==> src/rtl/hazard_scoreboard.sv <==
// Pipeline hazard scoreboard beside the ID stage: per-register latency countdowns,
// long-unit occupancy tracking, branch flushes and a saturating stall counter.
module hazard_scoreboard #(
    parameter int REG_ADDR_W = 5,
    parameter int LOAD_LAT   = 1,
    parameter int LONG_LAT   = 4,
    parameter int CNT_W      = 16
) (
    input  logic                  clk,
    input  logic                  reset_n,
    input  logic                  id_valid,
    input  logic [REG_ADDR_W-1:0] id_rs1,
    input  logic [REG_ADDR_W-1:0] id_rs2,
    input  logic                  id_uses_rs1,
    input  logic                  id_uses_rs2,
    input  logic [REG_ADDR_W-1:0] id_rd,
    input  logic                  id_reg_write,
    input  logic                  id_mem_read,
    input  logic                  id_is_long,
    input  logic                  ex_branch_taken,
    output logic                  pc_enable,
    output logic                  if_id_write_enable,
    output logic                  control_enable,
    output logic                  if_id_flush,
    output logic                  id_ex_flush,
    output logic [CNT_W-1:0]      stall_count
);

    localparam int NUM_REGS = 2 ** REG_ADDR_W;
    localparam int MAX_LAT  = (LOAD_LAT > LONG_LAT) ? LOAD_LAT : LONG_LAT;
    localparam int LAT_W    = $clog2(MAX_LAT + 1);
    localparam int LB_W     = $clog2(LONG_LAT + 1);
    localparam logic [LAT_W-1:0] LOAD_L = LAT_W'(LOAD_LAT);
    localparam logic [LAT_W-1:0] LONG_L = LAT_W'(LONG_LAT);
    localparam logic [LB_W-1:0]  BUSY_L = LB_W'(LONG_LAT);

    logic [LAT_W-1:0] r_cnt [NUM_REGS];
    logic [LB_W-1:0]  r_long_busy;
    logic [CNT_W-1:0] r_stall_count;

    logic             w_raw_rs1;
    logic             w_raw_rs2;
    logic             w_raw;
    logic             w_struct;
    logic             w_stall;
    logic             w_issue;
    logic             w_wr_en;
    logic [LAT_W-1:0] w_lat;

    function automatic logic [LAT_W-1:0] dec_cnt(input logic [LAT_W-1:0] v);
        return (v != '0) ? v - LAT_W'(1) : '0;
    endfunction

    always_comb begin
        w_raw_rs1 = id_uses_rs1 && (id_rs1 != '0) && (r_cnt[id_rs1] != '0);
        w_raw_rs2 = id_uses_rs2 && (id_rs2 != '0) && (r_cnt[id_rs2] != '0);
        w_raw     = id_valid && (w_raw_rs1 || w_raw_rs2);
        w_struct  = id_valid && id_is_long && (r_long_busy != '0);
        // a taken branch squashes ID, so it never stalls there
        w_stall   = (w_raw || w_struct) && !ex_branch_taken;
        w_issue   = id_valid && !w_stall && !ex_branch_taken;
        w_wr_en   = w_issue && id_reg_write && (id_rd != '0);
    end

    always_comb begin
        w_lat = '0;
        if (id_mem_read)
            w_lat = LOAD_L;
        else if (id_is_long)
            w_lat = LONG_L;
    end

    always_ff @(posedge clk or negedge reset_n) begin
        if (!reset_n) begin
            for (int i = 0; i < NUM_REGS; i++)
                r_cnt[i] <= '0;
            r_long_busy   <= '0;
            r_stall_count <= '0;
        end else begin
            r_cnt[0] <= '0;
            // max() keeps the later completion on write-after-write
            for (int i = 1; i < NUM_REGS; i++) begin
                if (w_wr_en && (id_rd == REG_ADDR_W'(i)))
                    r_cnt[i] <= (dec_cnt(r_cnt[i]) > w_lat) ? dec_cnt(r_cnt[i]) : w_lat;
                else
                    r_cnt[i] <= dec_cnt(r_cnt[i]);
            end

            if (w_issue && id_is_long)
                r_long_busy <= BUSY_L;
            else if (r_long_busy != '0)
                r_long_busy <= r_long_busy - LB_W'(1);

            if (w_stall && (r_stall_count != '1))
                r_stall_count <= r_stall_count + CNT_W'(1);
        end
    end

    always_comb begin
        pc_enable          = !w_stall;
        if_id_write_enable = !w_stall;
        control_enable     = !w_stall;
        if_id_flush        = ex_branch_taken;
        id_ex_flush        = ex_branch_taken;
        stall_count        = r_stall_count;
    end

endmodule

==> config.mk <==
export PLATFORM = sky130hd
export DESIGN_NAME = hazard_scoreboard
export DESIGN_NICKNAME = d
export VERILOG_FILES = /design/src/rtl/hazard_scoreboard.sv
export SDC_FILE = /design/constraint.sdc
export NUM_CORES = 1
export LEC_CHECK = 0
export ABC_AREA = 1
export BUFFER_PORTS_ARGS = -buffer_cell sky130_fd_sc_hd__buf_2
export CORE_MARGIN = 2
export CORE_UTILIZATION = 40
export DETAILED_ROUTE_END_ITERATION = 16
export MAX_ROUTING_LAYER = met4
export SLEW_MARGIN = 10
export SYNTH_ARGS = -nofsm -noshare
export SYNTH_HDL_FRONTEND = slang
export SYNTH_SLANG_ARGS = --single-unit
==> constraint.sdc <==
create_clock -name clk -period 1.7 [get_ports clk]
set_input_delay 0.255 -clock clk [delete_from_list [all_inputs] [get_ports clk]]
set_output_delay 0.255 -clock clk [all_outputs]
set_load 0.005 [all_outputs]
==> reports/qor.yml <==
status: "complete, but fails checks"
violations: "negative setup slack"
totalPowerFinal_w: 0.00764
pwr_density_cell_nw_per_um2: 585
yosys.area.top_type: "dfrtp_1"
slowest_stage: "dfrtp_1"
ir_drop_mv: 0.373
cts_max_level: 3
finalHoldViolCount: 0
cp.depth: 17
crit_family: "simple AND/OR/NAND/NOR gates"
arrival_ps: 2570
synth_edf_count: 0
final_nets: 1818
fin_crit_sh_pct: 133
num_vias: 10500
area.growth.synth_to_final_pct: 37.2
rsz0062_at_grt: "yes"
drt_wl_total_um: 31000
synthTopCellsByArea: "dfrtp_1 (29%), nand2_1 (17%), ha_1 (9.8%), inv_1 (8.2%), nand4_1 (6.8%)"
timing.setup.tns_ps: -54870
drc: 0
cts_buffers: 9
maxCapViolCount: 0
finalCoreUtilization_pct: 55.9
fin_ws_ps: -560
syn_inst: 1444
cpPeakStageDelay_ps: 400
ant_nets: 0
syn-cell-area_um2: 9530
cts_tree: "done"
hp-class: "in -> reg"
synth-main-ff-cell: "dfrtp_1"
ioPinCount: 45
die_area_um2: 25100
die-width_um: 158
crit_top_cell: "nand2_2"
synth_cell_types: 38
required_ps: 2010
worst-path-max-fanout: 6
rows: 56
synth_top_area_share_pct: 29.4
post_drt_via_cell_ratio: 5.14
coreArea_um2: 23400
crit_buf_inv: 4
drt_pass1_iterations: 5
startpoint_type: "flop"
clk_pin_slew_ps: 80
async_flop_share_pct: 100
grt_overflow: 0
place.gp.congestion: 1.01
slew_violations: 0
drive_gt1_share_pct: 26.7
grt_use_total_pct: 25.2
grt_pass1_vias: 9998
clockRootBuffer: "clkbuf_16"
seq_area_frac_synth_pct: 29.4
die_h_um: 158
clkLatencyLatePin_ps: 380
worst-r2r-cell-count: 17
end_kind: "flop"
yosys_warnings: 0
worstSetupPathType: "reg -> reg"
hold_path_depth: 4
fin_skew_ps: 14.3
clk_path_buf_depth: 2
wl_per_cell_um: 15.2
portBuffers: 44
dpl.hpwl_um: 22200
grt_pass1_wl_um: 48300
relSlewSlack_pct: 66.5
tightest_slew_ps: 502
clock.fmax_mhz: 442
synth.avg_cell_area_um2: 6.60
post-route-min-period_ps: 2260
synthesis.nets: 1543
final_cell_count_no_fill: 2044
power.leakage_nw: 6.78
setup_viol: 115
dp_cells: 1997
worstPathCellList: "nor2_2 > nand2_2 > buf_6 > nor2_4 > nor2_1 > nand2_1 > nand2_2 > nand2_2 > nand3_2 > nand3_2 > nand4_1 > nor2_4 > buf_12 > buf_4 > clkbuf_16 > nand4_1 > nand2_1"
cts_sinks: 112
drt-initial-drc-count: 758
ys_ff_latch: 112
grt_antenna_before_repair: 1
start_util_pct: 40.7
grt_max_degree: 51
==> Yosys cell counts, types with 9 or more instances <==
cell	count
a31o_2	13
o21ai_0	54
buf_6	11
buf_4	9
ha_1	75
inv_1	208
nand4_2	14
nor3_1	18
nand2_1	444
clkbuf_1	14
a21oi_1	47
nor2_1	157
nand3_1	88
nand4_1	104
a21o_1	10
dfrtp_1	112
==> sequential cells by signal, indices dropped and copies added (netlist names) <==
register     flops
r_cnt           93
r_long_busy      3
stall_count     16
==> power by group <==
group	internal [W]	leakage [nW]	total, W	switching (W)
combinational	0.00110	5.09	0.00242	0.00132
sequential	0.00282	1.55	0.00293	0.000108
clock	0.00116	0.139	0.00230	0.00114
==> timing repair <==
action                                 CTS  global route
hold buffers                             1             0
pin swaps                               18            54
gates resized for setup                 37            80
buffers inserted                         6            15
setup endpoints to repair              115           115
endpoints found under the hold margin   15             0
cloned                                   4             8
==> final timing paths <==
kind,start,to,slack (ps)
max,r_cnt[48],r_cnt[68],-560
min,id_is_long,r_long_busy[2],290
max reg2reg,r_cnt[48],r_cnt[68],-560
min reg2reg,r_long_busy[1],r_long_busy[1],550
max in group asynchronous,reset_n,r_cnt[88],810
min in group asynchronous,reset_n,r_cnt[7],310
==> cell families (layout without fill, tap and decap cells) <==
| logic type | after synthesis | count (layout) | synth area share, % |
|---|---|---|---|
| simple gates | 843 | 843 | 39.5 |
| xor+xnor | 12 | 12 | 1.10 |
| fa+ha+maj | 75 | 75 | 9.85 |
| flops | 112 | 112 | 29.4 |
| compound gates | 144 | 144 | 8.72 |
| other cells | 0 | 1 | 0 |
| buf+inv | 258 | 538 | 11.5 |
==> area by class of cell <==
cell class                      instances  area [um^2]
Antenna cell                            1         2.50
Clock buffer                            9          225
Clock inverter                          7         78.8
Fill cell                            2286        10300
Inverter                              214          823
Multi-Input combinational cell       1074         6120
Sequential cell                       112         2800
Tap cell                              319          399
Timing Repair Buffer                  306         2600
Timing Repair inverter                  2         25.0
==> tightest hold or removal path, stage by stage <==
cell and delay [ps]:
buf_2 130, buf_4 150, nand2_8 50, o21ai_2 50
==> routing by layer <==
metal	global-route usage, %	vias up	share of wire (%)
li1	-	5277	-
met1	32.4	4906	45
met2	41.4	275	47
met3	3.05	50	5.3
met4	8.54	0	2.6
met5	-	-	0
==> per-stage QoR <==
| stage | worst slack, ps | area, um^2 | hold WS [ps] |
|---|---|---|---|
| 2_1_floorplan | -168 | 9810 | -40.6 |
| 3_3_place_gp | -655 | 12000 | 154 |
| 3_5_place_dp | -682 | 12000 | 155 |
| 4_1_cts | -503 | 12600 | 259 |
| 5_1_grt | -676 | 13100 | 299 |
| 6_report | -560 | 13100 | 292 |
==> placed cells by master (no fill, tap or decap), types with 18 or more instances in the layout <==
cell type	n
nand4_1	104
nand3_1	74
nor2_1	135
ha_1	74
nand2_1	411
o21ai_0	39
a21oi_1	37
buf_2	40
dfrtp_1	112
nor3_1	18
nand2_2	31
buf_4	230
inv_1	202
Power figures use the tool's default switching activity.
